File: src/rtl/trace_buffer_pkg.sv
// Shared types and defaults for the trace buffer.
// Optional feature: TRACE_BUFFER_TIMESTAMP_EN adds a 32-bit push timestamp to each entry.
package ryuki_datatypes;

    localparam int TRACE_BUFFER_DEPTH  = 16;
    localparam int TRACE_BUFFER_DROP_W = 16;

    // One record as produced by trace_unit.
    typedef struct packed {
        logic [31:0] pc;
        logic [31:0] insn;
    } trace_output;

    // What the buffer actually stores per slot.
    typedef struct packed {
        trace_output rec;
        logic        gap;   // one or more records were dropped just before this one
`ifdef TRACE_BUFFER_TIMESTAMP_EN
        logic [31:0] ts;    // cycle counter value when the record was pushed
`endif
    } trace_buffer_entry;

endpackage

File: src/rtl/trace_buffer_fifo.sv
// trace_fifo: show-ahead pointer/storage core for trace_buffer.
// Strobes arrive pre-qualified: push_i only when there is room (or a pop in
// the same cycle), pop_i only when not empty. Flush and reset both return the
// pointers to zero; storage is never cleared.
module trace_fifo
    import ryuki_datatypes::*;
#(
    parameter type T     = trace_buffer_entry,
    parameter int  DEPTH = TRACE_BUFFER_DEPTH
) (
    input  logic                   clk_i,
    input  logic                   rst_i,
    input  logic                   flush_i,
    input  logic                   push_i,
    input  logic                   pop_i,
    input  T                       wdata_i,
    output T                       head_o,
    output logic                   full_o,
    output logic                   empty_o,
    output logic [$clog2(DEPTH):0] count_o
);

    localparam int AW = $clog2(DEPTH);

    // Extra MSB on each pointer distinguishes full from empty.
    logic [AW:0] r_wptr;
    logic [AW:0] r_rptr;
    T            r_mem [DEPTH];

    assign empty_o = (r_wptr == r_rptr);
    assign full_o  = (r_wptr[AW] != r_rptr[AW]) && (r_wptr[AW-1:0] == r_rptr[AW-1:0]);
    assign count_o = r_wptr - r_rptr;
    assign head_o  = r_mem[r_rptr[AW-1:0]];

    // Pointer update; reset and flush both empty the queue.
    always_ff @(posedge clk_i) begin
        if (rst_i || flush_i) begin
            r_wptr <= '0;
            r_rptr <= '0;
        end else begin
            if (push_i) r_wptr <= r_wptr + 1'b1;
            if (pop_i)  r_rptr <= r_rptr + 1'b1;
        end
    end

    // Storage write; contents are don't-care until the pointers cover them.
    always_ff @(posedge clk_i) begin
        if (push_i) r_mem[r_wptr[AW-1:0]] <= wdata_i;
    end

endmodule

File: src/rtl/trace_buffer.sv
// trace_buffer: lossy show-ahead buffer between trace_unit and its consumer.
// The tracer cannot be stalled, so pushes into a full buffer are dropped,
// counted (saturating) and flagged on the next stored entry as a gap.
// Optional feature: define TRACE_BUFFER_TIMESTAMP_EN to add out_timestamp_o
// and a free-running cycle counter sampled into every accepted entry.
module trace_buffer
    import ryuki_datatypes::*;
#(
    parameter int DEPTH  = TRACE_BUFFER_DEPTH,
    parameter int DROP_W = TRACE_BUFFER_DROP_W
) (
    input  logic                   clk_i,
    input  logic                   rst_i,
    input  logic                   trace_ready_i,
    input  trace_output            trace_i,
    input  logic                   flush_i,
    output logic                   out_valid_o,
    input  logic                   out_ready_i,
    output trace_output            out_data_o,
    output logic                   out_gap_o,
    output logic [$clog2(DEPTH):0] count_o,
`ifdef TRACE_BUFFER_TIMESTAMP_EN
    output logic [31:0]            out_timestamp_o,
`endif
    output logic [DROP_W-1:0]      drop_count_o
);

    logic              w_full;
    logic              w_empty;
    logic              w_pop;
    logic              w_push;
    logic              w_drop;
    trace_buffer_entry w_wr;
    trace_buffer_entry w_head;

    logic              r_gap_pending;
    logic [DROP_W-1:0] r_drop_count;

    // Flush wins over everything; a push that lands in a flush is simply lost
    // and is not a drop. A same-cycle pop frees the slot a full push needs.
    assign w_pop  = out_ready_i & ~w_empty & ~flush_i;
    assign w_push = trace_ready_i & (~w_full | w_pop) & ~flush_i;
    assign w_drop = trace_ready_i & w_full & ~w_pop & ~flush_i;

`ifdef TRACE_BUFFER_TIMESTAMP_EN
    logic [31:0] r_ts;

    // Free-running cycle counter, wraps naturally.
    always_ff @(posedge clk_i) begin
        if (rst_i) r_ts <= '0;
        else       r_ts <= r_ts + 32'd1;
    end

    // Entry assembly: record, pending gap flag and push-cycle timestamp.
    always_comb begin
        w_wr     = '0;
        w_wr.rec = trace_i;
        w_wr.gap = r_gap_pending;
        w_wr.ts  = r_ts;
    end

    assign out_timestamp_o = w_head.ts;
`else
    // Entry assembly: record plus pending gap flag.
    always_comb begin
        w_wr     = '0;
        w_wr.rec = trace_i;
        w_wr.gap = r_gap_pending;
    end
`endif

    trace_fifo #(
        .T     (trace_buffer_entry),
        .DEPTH (DEPTH)
    ) u_fifo (
        .clk_i   (clk_i),
        .rst_i   (rst_i),
        .flush_i (flush_i),
        .push_i  (w_push),
        .pop_i   (w_pop),
        .wdata_i (w_wr),
        .head_o  (w_head),
        .full_o  (w_full),
        .empty_o (w_empty),
        .count_o (count_o)
    );

    // Gap tracking: set by a drop, consumed by the next stored entry.
    always_ff @(posedge clk_i) begin
        if (rst_i || flush_i) r_gap_pending <= 1'b0;
        else if (w_drop)      r_gap_pending <= 1'b1;
        else if (w_push)      r_gap_pending <= 1'b0;
    end

    // Drop counter, saturating; survives flush.
    always_ff @(posedge clk_i) begin
        if (rst_i)                              r_drop_count <= '0;
        else if (w_drop && (r_drop_count != '1)) r_drop_count <= r_drop_count + DROP_W'(1);
    end

    assign out_valid_o  = ~w_empty;
    assign out_data_o   = w_head.rec;
    // Storage is not reset, so hide a stale gap bit while nothing is queued.
    assign out_gap_o    = w_head.gap & ~w_empty;
    assign drop_count_o = r_drop_count;

endmodule

File: config.mk
export PLATFORM = sky130hd
export DESIGN_NAME = trace_buffer
export DESIGN_NICKNAME = d
export VERILOG_FILES = /design/src/rtl/trace_buffer_pkg.sv /design/src/rtl/trace_buffer_fifo.sv /design/src/rtl/trace_buffer.sv
export SDC_FILE = /design/constraint.sdc
export NUM_CORES = 1
export LEC_CHECK = 0
export BUFFER_PORTS_ARGS = -buffer_cell sky130_fd_sc_hd__buf_2
export CORE_UTILIZATION = 30
export DETAILED_ROUTE_END_ITERATION = 6
export GPL_TIMING_DRIVEN = 0
export PLACE_DENSITY = 0.49
export SETUP_SLACK_MARGIN = 0.3
export SLEW_MARGIN = 20
export SYNTH_ARGS = -nofsm -noshare
export SYNTH_HDL_FRONTEND = slang
export SYNTH_SLANG_ARGS = --single-unit
File: constraint.sdc
create_clock -name clk_i -period 7.85 [get_ports clk_i]
set_input_delay 0.785 -clock clk_i [delete_from_list [all_inputs] [get_ports clk_i]]
set_output_delay 0.785 -clock clk_i [all_outputs]
set_load 0.1 [all_outputs]
After elaboration in Yosys (flattened, before gate mapping). Memories as Yosys holds them, arrays and structs flattened. A register that Yosys moved wholly into a read port is not among the register bits. Cells that the tools add are included.

Mux-type cells: 6. Div/mod/pow operators: 0. $add $sub $neg: 4. Bitwise gates (word level): 13. Eq/ne operators: 4. $mul: 0. Order comparisons: 0. Shift operators: 0. Reductions and logical operators: 4.

Operators with widths (number): adder 16 x 1 -> 16 bit (second input constant) (1); != test 16 bit (second input constant) (1); adder 5 x 1 -> 5 bit (second input constant) (2); bitwise AND 1 bit (8); two-way mux 4 bit (2); == test 5 bit (1); subtractor 5 bit (1); == test 4 bit (1); two-way mux 1 bit (4); NOT 1 bit (4); logical AND 1 bit (2); nonzero test 2 bit (1); logical OR 1 bit (1); != test 1 bit (1); OR 1 bit (1).

Latch bits: 0. Memory bits (writable): 1040. Register bits: 27. Output and inout bits: 87. Memories kept: 1. Memory bits (read-only): 0. Input bits: 69.

Memories: u_fifo.r_mem (words 16, width 65, read ports 1, clocked after memory_dff 1, write ports 1, RTL line trace_buffer_fifo.sv:28) `T r_mem [DEPTH];`.

Logic depth before layout (Yosys ltp). Gate-level depths: netlist of run 1.

Depth in word-level cells: 9. Gate-level depth with buffers: 8. Mapped depth without buffers: 7.

Modules after synthesis. Synthesis of run 1 repeated with hierarchy kept, for this count alone.

Cells, all modules: 1793. Area, all modules: 40675.3 µm².

By module, submodules not included: trace_fifo (area an instance 39654.3 µm², cells an instance 1678, instances 1); trace_buffer (area an instance 1021.0 µm², cells an instance 115, instances 1).

Least setup slack after synthesis of run 1. No wires, ideal clock.

Kind: flip-flop to flip-flop. Start: reg u_fifo.r_wptr[0]. End: mem u_fifo.r_mem[0][0] (netlist name) (enable). Arrival: 6.147 ns. Stages on the path, launching flop included: 8. Required time: 7.282 ns. Setup slack: 1.135 ns. Clock period less this slack: 6.715 ns. Setup time: 0.568 ns. Cell sequence: dfxtp_1 > inv_1 > ha_1 > and4_4 > buf_6 > a311oi_4 > nand2_1 > nor3_1.

Cells in the longest elaborated chain, start to end: 9.

Ends and longest elaborated chain: start: declaration (RTL line trace_buffer_fifo.sv:26) `logic [AW:0] r_wptr;`; start signal: assignment (RTL line trace_buffer_fifo.sv:41) `if (push_i) r_wptr <= r_wptr + 1'b1;`; == test 5 bit (RTL line trace_buffer_fifo.sv:30) `assign empty_o = (r_wptr == r_rptr);`; NOT 1 bit (RTL line trace_buffer.sv:41) `assign w_pop = out_ready_i & ~w_empty & ~flush_i;`; bitwise AND 1 bit (2 in series) (RTL line trace_buffer.sv:41); OR 1 bit (RTL line trace_buffer.sv:42) `assign w_push = trace_ready_i & (~w_full | w_pop) & ~flush_i;`; bitwise AND 1 bit (2 in series) (RTL line trace_buffer.sv:42); two-way mux 1 bit (RTL line trace_buffer_fifo.sv:48) `if (push_i) r_mem[r_wptr[AW-1:0]] <= wdata_i;`; two-way mux 1 bit (implied by the code) (RTL line trace_buffer_fifo.sv:48); end: declaration (RTL line trace_buffer_fifo.sv:28).

Several ways; a longest one is shown, not always the timed one.

==> impl_metrics.ini, run 1 <==
[setup_path]
cp_slowest_cell = clkbuf_1
cp-start-kind = flip-flop
cp_top_family = buffers and inverters
max_stage_delay_ns = 0.78
crit_type = flip-flop to output port
critPathRequiredTime_ns = 7.07
cp-end-kind = output port
critPathMaxFanout = 10
path_cells = buf_2, clkbuf_1, clkbuf_1, mux4_2, mux4_2, buf_2
critical_path_buf_inv_count = 4
crit_arrival_ns = 4.22

[power]
leakagePower_nw = 15.1
clock_power_share_pct = 43.5
p_int_mw = 9.30
seq_power_share_pct = 53.7
powerDensity_nw_per_um2 = 239
ir_drop_mv = 0.165
total_power_mw = 11.7
sw_frac_of_total_pct = 20.6
comb_power_share_pct = 2.7
switching_power_mw = 2.42

[floorplan]
core_region_area_um2 = 134000
die_area_um2 = 137000
std_cell_rows = 134
start_util_pct = 30.3
ios = 156
die_h_um = 370
die_x_um = 370

[yosys]
synth_simple_gate_area_share_pct = 1.12
synthAdderAreaFrac_pct = 0.357
synth_area_um2 = 40600
ys_seq_area_share_pct = 78.4
synth_compound_area_share_pct = 0.391
synth_cell_types = 41
syn-instance-count = 1642
synthXorXnorAreaFrac_pct = 0.579
synth-warning-count = 0
synth_top_family_by_area = multiplexers
synth_flop_cell = edfxtp_1
synth_edf_count = 1040
syn-mean-instance-area_um2 = 24.7
synthArstFlopShare_pct = 0
syn_nets = 1722
synth_seq_cells = 1071
synth.area.mux_share_pct = 18.1

[clocking]
postCtsHoldBufs = 0
clk_latency_ns = 0.70
numCtsBuffers = 114
htree_levels = 3
cts.repair.resized = 0
cts_setup_buffers = 0
clock-root-buffer = clkbuf_16
clock_sinks = 1071
clkSlewWorstSetupHoldPaths_ns = 0.06
cts_tree = built
clk_path_buf_depth = 3

[placement]
io_buffers = 154
dp_hpwl_um = 67800
place_congestion = 0.740
place_ws_ns = 3.49

[timing]
setup_viol = 0
hold_viol = 0
finClkSkew_ns = 0.0330
rsz0062_at_grt = false
hold-worst-slack_ns = 0.416
tightest_slew_ns = 1.06
fin_crit_sh_pct = 63.7
max_freq_ghz = 0.200
max-slew-margin-rel_pct = 29.2
finalCriticalPeriod_ns = 5.00
tns_ns = 0
maxSlewViolCount = 0
fin_ws_ns = 2.85

[global_route]
antenna_found_initial = 23
grt.total_usage_pct = 15.1
grt_pass1_wl_um = 147000
grt_overflow = 0
grt_max_degree = 18
first_global_vias = 20100

[route]
via_count = 18800
routedWlPerCell_um = 26.6
remaining_drc_errors = 0
dr.pass1.iters = 5
wl_um = 103000
drtAntennaViolNets = 0
drt-initial-drc-count = 1492
viasPerCell = 4.85

[outcome]
status = completed

[layout]
final_nets = 2096
area.sequential_um2 = 31900
fillers = 12000
multi_input_area_um2 = 8450
layout-drive-gt1-share_pct = 37.7
area_growth_pct = 20.7

[flow_run]
maxCapViolCount = 0

[hold_path]
hold_class = primary input to flip-flop
synthesized netlist by cell type, types with 8 or more instances:
cell | count | share of area (%)
dfxtp_1 | 31 | 1.5
clkbuf_1 | 34 | 0.31
buf_1 | 9 | 0.083
xnor2_1 | 22 | 0.47
edfxtp_1 | 1040 | 77
buf_2 | 28 | 0.34
nand2_1 | 12 | 0.11
nand4_1 | 8 | 0.12
inv_1 | 12 | 0.11
nor2_1 | 45 | 0.42
ha_1 | 10 | 0.31
mux4_2 | 325 | 18
logic make-up after synthesis:
logic type	after synthesis
fa+ha+maj	11
flops	1071
mux	327
buf+inv	92
compound gates	20
xor+xnor	26
simple gates	95
per-stage QoR:
| step | cell area [µm²] | cells | utilization (%) |
|---|---|---|---|
| final | 49000 | 3880 | 36.6 |
| after floorplan | 40600 | 1642 | - |
| after detailed placement | 45500 | 3668 | 33.9 |
| after CTS | 49000 | 3877 | 36.6 |
| after global placement | 43600 | 3564 | 32.5 |
| after global routing | 49000 | 3878 | 36.6 |
flip-flops by register name (all words and copies together) (netlist names), named ones only:
name,flops
u_fifo.r_mem,1040
u_fifo.r_wptr,5
r_gap_pending,1
u_fifo.r_rptr,5
drop_count_o,16
cells in the final DEF, fill, tap and decap left out, types with 14 or more instances in the layout:
cell type     n
buf_12       22
buf_16       33
buf_2       182
buf_4        44
buf_6        14
clkbuf_1     55
clkbuf_16   117
clkinv_1     38
clkinv_2     19
dfxtp_1      31
edfxtp_1   1040
mux4_2      325
nor2_1       33
xnor2_1      22
power groups by stage:
stage               registers (mW)  logic (mW)  clock network (mW)
floorplan                     6.42       0.186                   0
global placement              6.42       0.308                   0
detailed placement            6.41       0.327                   0
CTS                           6.29       0.327                5.22
global route                  6.29       0.341                5.42
finish                        6.29       0.322                5.10
worst reg2reg max path, cell delays in order (launching register included):
cell	delay, ns
dfxtp_1	0.42
inv_1	0.13
ha_1	0.31
and4_4	0.19
buf_6	0.13
a311oi_4	0.54
nand2_1	0.34
nor3_2	0.59
buf_4	0.32
buf_6	0.17
buf_4	0.20
buf_4	0.21
worst paths after layout:
path	startpoint	depth (start not counted)	endpoint	slack, ns
hold reg to reg	drop_count_o[1]	2	drop_count_o[1]	0.57
setup reg to reg	u_fifo.r_wptr[0]	11	u_fifo.r_mem[1][42]	4.02
hold / removal	trace_ready_i	3	r_gap_pending	0.42
setup / recovery	flip-flop	6	out_data_o[0]	2.85
routing by layer:
layer  part of all wire [%]  global-route usage [%]  vias up
li1                       -                       -     7864
met1                     44                    20.9    10300
met2                     48                    24.3      507
met3                    5.9                    3.52      160
met4                    1.9                    3.26       20
met5                   0.12                       0        -
area by class of cell:
class / instances / share of cell area, %
diodes: 3 / 0.0153
plain buffers: 80 / 0.796
clock buffers: 140 / 6.15
clock inverters: 69 / 1.09
inverters: 12 / 0.0919
multi-input cells: 479 / 17.2
flip-flops and latches: 1071 / 65.0
well taps: 1768 / 4.51
repair buffers: 258 / 5.14
(Power assumes the default switching activity.)
==> run 2, diff against run 1 <==
- clock period: 7.85 -> 5.05 ns (I/O delays scaled with it)
==> run 2 against run 1 <==
Compared with the run above: sequential power increased by 55%; sequential share of layout area is 0.066 points higher; critical endpoint is now out_data_o[53]; total power grew 56%; clock skew about the same; non-clock buffer count down 26; clock-buffer cell count rose by 3.
==> impl_metrics.ini, run 2 (synthesis gave the netlist of run 1 again) <==
[setup_path]
cp-start-kind = flip-flop
crit_arrival_ns = 4.12
cp-end-kind = output port
critPathMaxFanout = 10
critPathRequiredTime_ns = 4.55
crit_type = flip-flop to output port

[timing]
hold_viol = 0
fin_ws_ns = 0.426
finClkSkew_ns = 0.0327
rsz0062_at_grt = false
fin_crit_sh_pct = 91.6
setup_viol = 0
finalCriticalPeriod_ns = 4.62
tightest_slew_ns = 1.11
tns_ns = 0
max-slew-margin-rel_pct = 26.3
max_freq_ghz = 0.216
maxSlewViolCount = 0

[floorplan]
start_util_pct = 30.3
die_x_um = 370
std_cell_rows = 134
ios = 156
die_h_um = 370
die_area_um2 = 137000
core_region_area_um2 = 134000

[power]
p_int_mw = 14.5
comb_power_share_pct = 2.8
sw_frac_of_total_pct = 20.6
ir_drop_mv = 0.315
seq_power_share_pct = 53.6
leakagePower_nw = 15.0
clock_power_share_pct = 43.6
switching_power_mw = 3.76
powerDensity_nw_per_um2 = 373

[clocking]
cts_tree = built
clkSlewWorstSetupHoldPaths_ns = 0.06
numCtsBuffers = 114
clk_latency_ns = 0.68
cts_setup_buffers = 0
clk_path_buf_depth = 3
clock-root-buffer = clkbuf_16
postCtsHoldBufs = 0
clock_sinks = 1071
htree_levels = 3
cts.repair.resized = 6

[global_route]
first_global_vias = 20100
grt_overflow = 0
grt.total_usage_pct = 15.2
use_met1_pct = 20.1
grt_busiest_layer = met2
grt_pass1_wl_um = 147000
grt_max_degree = 18
grt.met2_usage_pct = 25.5
antenna_found_initial = 22
use_met3_pct = 3.18

[layout]
largest_reg_flops = 1040
area.sequential_um2 = 31900
finish.utilization_pct = 36.6
area_growth_pct = 20.6
multi_input_area_um2 = 8470
layout-drive-gt1-share_pct = 37.5
final_common_cell = edfxtp_1
final_cell_mix = 1040 x edfxtp_1, 325 x mux4_2, 182 x buf_2
fillers = 12100
final_nets = 2070

[placement]
place_ws_ns = 0.910
io_buffers = 154
dp_hpwl_um = 66800
place_congestion = 0.741

[route]
wl_um = 104000
remaining_drc_errors = 0
viasPerCell = 4.85
via_count = 18700
dr.pass1.iters = 5
routedWlPerCell_um = 26.9
drtAntennaViolNets = 0
drt-initial-drc-count = 1600

[flow_run]
maxCapViolCount = 0

[hold_path]
hold_class = primary input to flip-flop

[outcome]
status = completed
-- run 2: cell count changes in the layout (fill, tap and decap cells not counted), moves of 5 or more --
cell,previous run,this run
buf_4,44,4
buf_8,0,25
buf_6,14,7
clkinv_1,38,31
clkinv_2,19,24
-- run 2: stage by stage --
stage	std cells	hold slack, ns	total power, mW	instance area, µm²
4_1_cts	3856	0.0765	18.4	49000
3_3_place_gp	3564	0.532	10.5	43600
5_1_grt	3857	0.161	18.8	49000
2_1_floorplan	1642	0.518	10.3	40600
3_5_place_dp	3642	0.550	10.5	45400
6_report	3861	0.137	18.2	49000
-- run 2: final timing paths --
| path | start | to | slack, ns | depth (start not counted) |
|---|---|---|---|---|
| setup / recovery | flip-flop | out_data_o[53] | 0.43 | 6 |
| hold / removal | trace_ready_i | r_gap_pending | 0.14 | 3 |
| setup reg to reg | u_fifo.r_wptr[0] | u_fifo.r_mem[4][44] | 1.28 | 10 |
| hold reg to reg | drop_count_o[1] | drop_count_o[1] | 0.56 | 2 |
-- run 2: critical path, stage by stage, from the launching register on --
cell	delay (ns)
dfxtp_1	0.31
buf_2	0.33
clkbuf_1	0.72
clkbuf_1	0.72
mux4_2	0.42
mux4_2	0.59
buf_2	0.34
-- run 2: cell type report --
| class | count | share of cell area (%) |
|---|---|---|
| multi-input cells | 479 | 17.3 |
| flip-flops and latches | 1071 | 65.0 |
| clock inverters | 71 | 1.13 |
| repair buffers | 232 | 4.93 |
| inverters | 12 | 0.0920 |
| clock buffers | 143 | 6.13 |
| diodes | 5 | 0.0255 |
| well taps | 1768 | 4.52 |
| plain buffers | 80 | 0.833 |
-- run 2: power groups by stage --
stage,clock network [mW],registers [mW],logic [mW]
6_report,7.96,9.78,0.505
5_1_grt,8.44,9.78,0.535
4_1_cts,8.14,9.78,0.513
3_5_place_dp,0,9.97,0.513
3_3_place_gp,0,9.97,0.478
2_1_floorplan,0,9.97,0.290
-- run 2: per-layer routing --
layer / share of wire (%) / vias up
met1: 42 / 10200
met4: 1.7 / 14
li1: - / 7827
met2: 50 / 521
met3: 6.4 / 143
met5: 0.089 / -
==> run 3, diff against run 2 <==
- MAX_ROUTING_LAYER: not set -> met4
==> run 3 against run 2 <==
Compared with the run above: hold slack got worse by 0.0035 ns; clock-buffer cell count unchanged; sequential share of layout area about the same; via count decreased by 0.26%; worst setup slack improved by 0.026 ns; fmax increased by 0.57%.
==> impl_metrics.ini, run 3 (synthesis gave the netlist of run 1 again) <==
[route]
drt-initial-drc-count = 1598
wl_um = 104000
viasPerCell = 4.82
via_count = 18700
drtAntennaViolNets = 0
routedWlPerCell_um = 26.8
dr.pass1.iters = 5
remaining_drc_errors = 0

[timing]
finClkSkew_ns = 0.0332
fin_ws_ns = 0.453
tightest_slew_ns = 1.08
max-slew-margin-rel_pct = 27.8
hold_viol = 0
finalCriticalPeriod_ns = 4.60
maxSlewViolCount = 0
max_freq_ghz = 0.218
tns_ns = 0
fin_crit_sh_pct = 91.0
rsz0062_at_grt = false
setup_viol = 0

[global_route]
grt_pass1_wl_um = 147000
antenna_found_initial = 21
grt_overflow = 0
grt.total_usage_pct = 15.7
grt_max_degree = 18
first_global_vias = 20100

[layout]
multi_input_area_um2 = 8470
fillers = 12100
final_cell_mix = 1040 x edfxtp_1, 325 x mux4_2, 182 x buf_2
area.sequential_um2 = 31900
final_common_cell = edfxtp_1
area_growth_pct = 20.6
instances_no_fill = 3868
largest_reg_flops = 1040
layout-drive-gt1-share_pct = 37.5
final_nets = 2070

[floorplan]
std_cell_rows = 134
die_x_um = 370
core_region_area_um2 = 134000
ios = 156
die_h_um = 370
die_area_um2 = 137000
start_util_pct = 30.3

[setup_path]
path_cells = buf_2, clkbuf_1, clkbuf_1, mux4_2, mux4_2, buf_2
reg2reg_from = u_fifo.r_wptr[0]
crit_arrival_ns = 4.09
crit_type = flip-flop to output port
cp_top_family = buffers and inverters
critPathMaxFanout = 10
cp-end-kind = output port
max_stage_delay_ns = 0.71
critical_path_buf_inv_count = 4
critPathRequiredTime_ns = 4.55
cp-start-kind = flip-flop
cp_slowest_cell = clkbuf_1

[power]
powerDensity_nw_per_um2 = 372
leakagePower_nw = 15.0
comb_power_share_pct = 2.8
sw_frac_of_total_pct = 20.6
p_int_mw = 14.5
seq_power_share_pct = 53.6
switching_power_mw = 3.76
ir_drop_mv = 0.314
clock_power_share_pct = 43.6

[placement]
place_congestion = 0.751
io_buffers = 154
place_ws_ns = 0.910
dp_hpwl_um = 66800
placedCellCount = 3642

[clocking]
clk_latency_ns = 0.68
clock_sinks = 1071
cts_setup_buffers = 0
clk_path_buf_depth = 3
clkSlewWorstSetupHoldPaths_ns = 0.06
htree_levels = 3
cts_tree = built
clock-root-buffer = clkbuf_16
numCtsBuffers = 114

[hold_path]
hold_start = trace_ready_i
hold_class = primary input to flip-flop

[flow_run]
maxCapViolCount = 0

[outcome]
status = completed
==> run 3: worst paths after layout <==
path / end / slack [ns] / cells after the start
worst max register to register: u_fifo.r_mem[4][44] / 1.25 / 10
worst max-delay path: out_data_o[53] / 0.45 / 6
worst min-delay path: r_gap_pending / 0.13 / 3
worst min register to register: drop_count_o[1] / 0.57 / 2
==> run 3: power groups by stage <==
stage / Sequential [mW] / Combinational [mW] / Clock (mW)
final: 9.78 / 0.504 / 7.96
after global routing: 9.78 / 0.535 / 8.44
after CTS: 9.78 / 0.513 / 8.14
after detailed placement: 9.97 / 0.513 / 0
after global placement: 9.97 / 0.478 / 0
after floorplan: 9.97 / 0.290 / 0
==> run 3: layer usage <==
layer / share of wire, % / GRT usage [%]
met5: 0 / -
met4: 1.7 / 3.65
met3: 5.8 / 3.03
met2: 50 / 25.4
met1: 43 / 20.3
==> run 3: cell type report <==
class                   count  area share [%]
flip-flops and latches   1071            65.0
multi-input cells         479            17.3
clock buffers             143            6.13
repair buffers            232            4.93
well taps                1768            4.52
clock inverters            71            1.13
plain buffers              80           0.833
inverters                  12          0.0919
diodes                     12          0.0613
==> run 3: repair_timing <==
action,CTS,global route
hold buffers,0,0
resized for setup,6,0
setup endpoints to repair,37,0
==> run 3: worst register-to-register path: cells and delay by family (launching register included) <==
| family | cells | cell delay (ns) |
|---|---|---|
| AO/OA/AOI/OAI | 1 | 0.58 |
| adder cells (fa/ha/maj) | 1 | 0.30 |
| buffers and inverters | 5 | 0.92 |
| flip-flops | 1 | 0.42 |
| AND/OR/NAND/NOR | 3 | 1.26 |
==> run 3: per-stage QoR <==
| step | area (µm²) | power [mW] | hold slack, ns | utilization (%) |
|---|---|---|---|---|
| floorplan | 40600 | 10.3 | 0.518 | - |
| global placement | 43600 | 10.5 | 0.532 | 32.6 |
| detailed placement | 45400 | 10.5 | 0.550 | 33.9 |
| CTS | 49000 | 18.4 | 0.0765 | 36.5 |
| global route | 49000 | 18.8 | 0.164 | 36.6 |
| finish | 49000 | 18.2 | 0.133 | 36.6 |
